## config.mk

```make
export PLATFORM = sky130hd
export DESIGN_NAME = imem_loader
export DESIGN_NICKNAME = d
export VERILOG_FILES = /design/src/rtl/imem_loader_pkg.sv /design/src/rtl/imem_loader_byte_word_packer.sv /design/src/rtl/imem_loader.sv
export SDC_FILE = /design/constraint.sdc
export NUM_CORES = 1
export LEC_CHECK = 0
export BUFFER_PORTS_ARGS = -buffer_cell sky130_fd_sc_hd__buf_2
export CORE_MARGIN = 2
export CORE_UTILIZATION = 53
export CTS_CLUSTER_SIZE = 28
export DETAILED_ROUTE_END_ITERATION = 12
export PLACE_DENSITY = 0.86
export SLEW_MARGIN = 5
export SYNTH_ARGS = -nofsm -noshare
export SYNTH_HDL_FRONTEND = slang
export SYNTH_SLANG_ARGS = --single-unit
```

## constraint.sdc

```tcl
create_clock -name clk -period 2.5 [get_ports clk]
set_input_delay 0.25 -clock clk [delete_from_list [all_inputs] [get_ports clk]]
set_output_delay 0.25 -clock clk [all_outputs]
set_load 0.005 [all_outputs]
```

## src/rtl/imem_loader_pkg.sv

```systemverilog
// Shared types and constants for the instruction-memory loader.
// Optional checksum byte after the payload is enabled by IMEM_LOADER_CSUM_EN.
package imem_loader_pkg;

  typedef enum logic [2:0] {
    LEN_LO,
    LEN_HI,
    DATA,
    WRITE,
    CSUM,
    DONE,
    ERR
  } loader_state_t;

  localparam int LEN_BYTES  = 2;
  localparam int WORD_BYTES = 4;

  // States in which a byte may be taken from the stream.
  function automatic logic rx_open(input loader_state_t s);
    return (s == LEN_LO) || (s == LEN_HI) || (s == DATA) || (s == CSUM);
  endfunction

endpackage

```

## src/rtl/imem_loader_byte_word_packer.sv

```systemverilog
// Assembles little-endian 32-bit words from an accepted byte stream.
// Each byte enters at [31:24] while the word shifts right, so after four
// bytes the first byte sits in [7:0].
module byte_word_packer
  import imem_loader_pkg::*;
(
  input  logic        clk,
  input  logic        reset,
  input  logic        clear_i,
  input  logic        accept_i,
  input  logic [7:0]  byte_i,
  output logic [31:0] word_o,
  output logic        word_full_o
);

  logic [31:0] word_q, word_d;
  logic [1:0]  cnt_q, cnt_d;

  // Shift in accepted bytes; the counter wraps to 0 after the last byte of a word.
  always_comb begin
    word_d = word_q;
    cnt_d  = cnt_q;
    if (clear_i) begin
      word_d = '0;
      cnt_d  = '0;
    end else if (accept_i) begin
      word_d = {byte_i, word_q[31:8]};
      cnt_d  = cnt_q + 2'd1;
    end
  end

  // Word and byte-count registers.
  always_ff @(posedge clk) begin
    if (reset) begin
      word_q <= '0;
      cnt_q  <= '0;
    end else begin
      word_q <= word_d;
      cnt_q  <= cnt_d;
    end
  end

  assign word_o      = word_q;
  assign word_full_o = accept_i && (cnt_q == 2'(WORD_BYTES - 1));

endmodule

```

## src/rtl/imem_loader.sv

```systemverilog
// Instruction RAM loader: parses a 16-bit word-count header, writes 32-bit
// little-endian words to consecutive word addresses and holds the core in
// reset until the image is complete.
// Optional trailing XOR checksum byte: define IMEM_LOADER_CSUM_EN.
module imem_loader
  import imem_loader_pkg::*;
#(
  parameter int DEPTH_WORDS = 1024,
  parameter int ADDR_W      = 32
) (
  input  logic              clk,
  input  logic              reset,
  input  logic              start,
  input  logic              rx_valid,
  input  logic [7:0]        rx_data,
  output logic              rx_ready,
  output logic              mem_we,
  output logic [ADDR_W-1:0] mem_addr,
  output logic [31:0]       mem_wdata,
  output logic              core_reset,
  output logic              busy,
  output logic              done,
  output logic              error
);

  localparam int IDX_W = $clog2(DEPTH_WORDS) + 1;
  localparam int LEN_W = 8 * LEN_BYTES;

  loader_state_t    state_q, state_d;
  logic [LEN_W-1:0] len_q, len_d;
  logic [IDX_W-1:0] idx_q, idx_d;
  logic             rx_ready_q, rx_ready_d;
  logic             mem_we_q, mem_we_d;
  logic             core_reset_q, core_reset_d;
  logic             busy_q, busy_d;
  logic             done_q, done_d;
  logic             error_q, error_d;

  logic             accept;
  logic             pack_clear;
  logic             word_full;
  logic [31:0]      word;
  logic [LEN_W-1:0] hdr_len;

  // rx_ready is a registered copy of the state's readiness, so handshake
  // decisions use the flop rather than the next-state logic.
  assign accept     = rx_valid && rx_ready_q;
  assign hdr_len    = {rx_data, len_q[7:0]};
  assign pack_clear = (state_q == LEN_LO) || (state_q == LEN_HI);

  byte_word_packer u_packer (
    .clk         (clk),
    .reset       (reset),
    .clear_i     (pack_clear),
    .accept_i    (accept && (state_q == DATA)),
    .byte_i      (rx_data),
    .word_o      (word),
    .word_full_o (word_full)
  );

`ifdef IMEM_LOADER_CSUM_EN
  logic [7:0] xor_q, xor_d;

  // Running XOR over payload bytes only; the header never contributes.
  always_comb begin
    xor_d = xor_q;
    if (state_q == LEN_LO)
      xor_d = '0;
    else if ((state_q == DATA) && accept)
      xor_d = xor_q ^ rx_data;
  end

  // Checksum accumulator register.
  always_ff @(posedge clk) begin
    if (reset) xor_q <= '0;
    else       xor_q <= xor_d;
  end
`endif

  // Next-state, header/index updates and next values of the registered outputs.
  always_comb begin
    state_d = state_q;
    len_d   = len_q;
    idx_d   = idx_q;
    case (state_q)
      LEN_LO: begin
        if (accept) begin
          len_d   = {len_q[LEN_W-1:8], rx_data};
          state_d = LEN_HI;
        end
      end
      LEN_HI: begin
        if (accept) begin
          len_d = hdr_len;
          if ((hdr_len == '0) || (32'(hdr_len) > 32'(DEPTH_WORDS))) begin
            state_d = ERR;
          end else begin
            idx_d   = '0;
            state_d = DATA;
          end
        end
      end
      DATA: begin
        if (word_full) state_d = WRITE;
      end
      WRITE: begin
        idx_d = idx_q + IDX_W'(1);
        if ((32'(idx_q) + 32'd1) == 32'(len_q)) begin
`ifdef IMEM_LOADER_CSUM_EN
          state_d = CSUM;
`else
          state_d = DONE;
`endif
        end else begin
          state_d = DATA;
        end
      end
`ifdef IMEM_LOADER_CSUM_EN
      CSUM: begin
        if (accept) state_d = (rx_data == xor_q) ? DONE : ERR;
      end
`endif
      DONE: begin
        if (start) state_d = LEN_LO;
      end
      ERR: begin
        if (start) state_d = LEN_LO;
      end
      default: state_d = LEN_LO;
    endcase

    rx_ready_d   = rx_open(state_d);
    mem_we_d     = (state_d == WRITE);
    core_reset_d = (state_d != DONE);
    busy_d       = rx_open(state_d) || (state_d == WRITE);
    done_d       = (state_d == DONE);
    error_d      = (state_d == ERR);
  end

  // State, header, index and output registers; rx_ready stays low on the
  // cycle following reset.
  always_ff @(posedge clk) begin
    if (reset) begin
      state_q      <= LEN_LO;
      len_q        <= '0;
      idx_q        <= '0;
      rx_ready_q   <= 1'b0;
      mem_we_q     <= 1'b0;
      core_reset_q <= 1'b1;
      busy_q       <= 1'b1;
      done_q       <= 1'b0;
      error_q      <= 1'b0;
    end else begin
      state_q      <= state_d;
      len_q        <= len_d;
      idx_q        <= idx_d;
      rx_ready_q   <= rx_ready_d;
      mem_we_q     <= mem_we_d;
      core_reset_q <= core_reset_d;
      busy_q       <= busy_d;
      done_q       <= done_d;
      error_q      <= error_d;
    end
  end

  assign rx_ready   = rx_ready_q;
  assign mem_we     = mem_we_q;
  assign mem_addr   = ADDR_W'({idx_q, 2'b00});
  assign mem_wdata  = word;
  assign core_reset = core_reset_q;
  assign busy       = busy_q;
  assign done       = done_q;
  assign error      = error_q;

endmodule

```

==> reports/results.txt <==
The worst hold path begins at rx_data[7]. The global placement routability congestion came out at 0.946. The floorplan core area is 5990 um^2, and the maximum root-to-sink buffer count is 2. The vias per cell is 5.52.

TritonCTS built the clock tree. After the first detailed-routing iteration, the DRC count stood at 261. Data arrives at the worst endpoint at 2600 ps.

The tool flagged a number of max-cap violations equal to 0. In the final layout, flip-flops and latches occupy 1400 um^2. Maximum achievable frequency: 0.432 GHz. The run gives 0 as the hold violation count in the final report.

The tools report the number of distinct library cells after synthesis as 51. CTS clock-pin slew for the worst setup and hold paths: 80 ps. The post-detailed-route DRC marker count is 0, and the first-pass detailed-route iteration total is 5. The synthesized design contains 0 enable-type register cells.

For the total number of vias, the log shows 3051. The site row count was 28; the largest net degree at the start of global routing was 35. The cell area power density is 633 nW/um^2. The commonest non-fill, non-tap cell in the layout is sky130_fd_sc_hd__nand2_1. The internal power is 1.85 mW, and the number of buffers added by the clock tree synthesis step is 9. The async set or reset register ratio after synthesis is 0%, and the per-instance average area after synthesis is 7.89 um^2. Across the routed clock network, the largest skew measured is 9.49 ps. At the worst endpoint, the required time is 2790 ps. Wire segments on met3 add up to 586 um in the final route. Cell area after synthesis: 3330 um^2. The fraction of post-synthesis cell area in the top cell type by area is 42.1%. For this run, the number of Yosys warnings is 0. For this design the total switching power over the nets is 578 uW. Of the total power, the share spent switching nets is 23.8%. The startpoint kind of the worst setup timing path was a register.

In this run the number of H-tree levels came out at 3. The clock insertion delay at the later pin of the skew report is 350 ps. In the final routing, the length of wire on met1 measures 3370 um. The run gives 0 as the number of antenna violations at the first check in global routing.

Summed over all layers, the routed wires come to 7720 um. The total of fill cells in the finished design is 502, and the post-route clock period utilization is 92.5%. The tools report the area enclosed by the die boundary as 6930 um^2.

The class of the tightest hold or removal check is input port to register. Across all hold checks on the routed design, the worst slack comes to 175 ps. The run gives 5.5% as the share of total power in combinational logic. The worst register-to-register path begins at idx_q[2]$_SDFFE_PP0P_.

The count of hold buffers inserted by post-cts repair is 0. The worst vdd rail ir drop was 0.000503 V. Setup violations remaining at the end of the flow were counted as 0.

The share of post-route cells with drive strength above 1 is 20.7%. In this run the worst setup path begins at idx_q[2]$_SDFFE_PP0P_. The master cell of the clock root buffer is sky130_fd_sc_hd__clkbuf_8.

The run finished with clean final reports. The transition time of the tightest slew-check pin was 619 ps; the aggregate global-route resource usage was 22.7%. The final instance area came out at 3840 um^2. Cell taking the most area after synthesis: sky130_fd_sc_hd__dfxtp_1. The area added between synthesis and finish is 15.4%. After clock tree synthesis, the setup repair step added 0 buffers.

The multi-input combinational cells in the finished layout cover a total of 1700 um^2. The chip width was 83.3 um; the final critical path time including I/O delays and setup was 2310 ps. Wire segments on met2 add up to 3620 um in the final route. After detailed routing, no signal wire sits above met4.

The die is 83.3 um tall. Highest net fanout along the worst path: 12. Setup repair after global routing left no endpoint under its margin.

After global routing the overflow that remains totals 0. Net count of the finished layout: 487. In the final routed layout, each cell accounts on average for 14.0 um. For the final routed database, the setup TNS stands at 0 ps. The HPWL after detailed placement is 5360 um. Once the floorplan was initialized, standard cells occupied 55.6% of the core. The clock drives 70 sinks.

The worst pin sits at a relative slew slack of 58.7%. The top cell types in the final layout, fill and taps aside, are 96 x sky130_fd_sc_hd__nand2_1, 70 x sky130_fd_sc_hd__dfxtp_1, 68 x sky130_fd_sc_hd__a21oi_1, 60 x sky130_fd_sc_hd__buf_2, 23 x sky130_fd_sc_hd__nor2_1. Registers are responsible for 47.0% of the overall power.

Flip-flop and latch count after synthesis: 70. The number of placed I/O pins came out at 82. The number of inserted diodes was 0.

In this run the static leakage power is 1.53 nW. Sequential cells were found to cover 42.1% of the synthesized design area. Of the total power, the clock network draws 47.5%.

For this run, the leading register cell type out of synthesis is sky130_fd_sc_hd__dfxtp_1. The critical path is of the register to register type. By area the synthesized netlist is led by sky130_fd_sc_hd__dfxtp_1 42%, sky130_fd_sc_hd__nand2_1 11%, sky130_fd_sc_hd__a21oi_1 10%. STA classifies the critical path endpoint as a register. The cell count after synthesis came out at 422. Once the clock tree was built, the resizer swapped 0 gates to a different size. The count of antenna-violating nets left after detailed routing is 0. The instance area after placement was 3580 um^2.

The first global-routing pass estimated 13100 um of wire. The number of global-route vias before repair came out at 2824. Port buffering added 60 buffers.

The tools report the max-slew violation count as 0. The total power draw was 2.43 mW.
path summary, 6_finish.rpt:
| kind | depth (start not counted) | slack (ps) | endpoint |
|---|---|---|---|
| worst max-delay path | 6 | 190 | state_q[0]$_SDFF_PP0_ |
| worst min register to register | 2 | 460 | u_packer.word_o[0]$_SDFFE_PP0P_ |
| worst max register to register | 6 | 190 | state_q[0]$_SDFF_PP0_ |
| worst min-delay path | 3 | 170 | len_q[15]$_SDFFE_PP0P_ |
registers in the layout (all words and copies together) (netlist names):
name	flops
u_packer.word_o	32
done	1
u_packer.cnt_q	2
len_q	16
busy	1
state_q	3
error	1
rx_ready	1
idx_q	11
mem_we	1
core_reset	1
area by class of cell:
cell class	count	area share, %
Timing Repair Buffer	70	9.77
Inverter	5	0.488
Sequential cell	70	36.5
Multi-Input combinational cell	317	44.3
Clock inverter	7	3.32
Tap cell	75	2.44
Clock buffer	9	3.22
logic make-up after synthesis:
family | after synthesis | share of synthesized area [%]
xor gates and xnor gates | 14 | 3.68
and+or+nand+nor | 183 | 27.2
adders and majority gates | 2 | 0.751
other | 1 | 0.113
DFF | 70 | 42.1
buffers and inverters | 55 | 9.43
AOI/OAI and AO/OA | 97 | 16.7
worst max-delay path: stages, from the launching register on:
cell and delay, ps:
sky130_fd_sc_hd__dfxtp_1 600, sky130_fd_sc_hd__and4_1 440, sky130_fd_sc_hd__a21oi_1 150, sky130_fd_sc_hd__a2111oi_4 360, sky130_fd_sc_hd__nand4_2 200, sky130_fd_sc_hd__nor4_4 340, sky130_fd_sc_hd__o21bai_1 160
power groups by stage:
| stage | clock [mW] | combinational (mW) | sequential, mW |
|---|---|---|---|
| 6_report | 1.15 | 0.135 | 1.14 |
| 5_1_grt | 1.22 | 0.149 | 1.14 |
| 3_3_place_gp | 0 | 0.129 | 1.17 |
| 2_1_floorplan | 0 | 0.120 | 1.16 |
| 4_1_cts | 1.17 | 0.132 | 1.14 |
| 3_5_place_dp | 0 | 0.131 | 1.17 |
cell usage after synthesis (3+ instances only):
library cell and n:
sky130_fd_sc_hd__or3_1 4, sky130_fd_sc_hd__a21oi_1 68, sky130_fd_sc_hd__nand4_1 3, sky130_fd_sc_hd__nor4_1 6
sky130_fd_sc_hd__dfxtp_1 70, sky130_fd_sc_hd__o22ai_1 3, sky130_fd_sc_hd__nand3_1 12, sky130_fd_sc_hd__buf_4 22
sky130_fd_sc_hd__nor2_1 23, sky130_fd_sc_hd__xnor2_1 9, sky130_fd_sc_hd__nand2_1 96, sky130_fd_sc_hd__xor2_1 5
sky130_fd_sc_hd__and2_1 6, sky130_fd_sc_hd__o21ai_0 7, sky130_fd_sc_hd__clkbuf_1 18, sky130_fd_sc_hd__nand2b_1 7
sky130_fd_sc_hd__buf_2 8, sky130_fd_sc_hd__or4_1 3, sky130_fd_sc_hd__nor3_1 3, sky130_fd_sc_hd__o21ai_1 4
sky130_fd_sc_hd__a31oi_1 3, sky130_fd_sc_hd__inv_1 4
routing by layer:
metal,vias up,GRT usage (%)
met1,1417,29.1
met2,122,36.5
met5,-,0
met3,13,5.07
li1,1499,-
met4,0,10.6
per-stage QoR:
step                      setup slack [ps]  cells  utilization [%]
after floorplan                        329    442                -
after global placement                 270    537             59.8
after detailed placement               157    537             59.8
after CTS                              146    553             64.0
after global routing                  47.8    553             64.2
final                                  186    553             64.2
(Power assumes the default switching activity.)
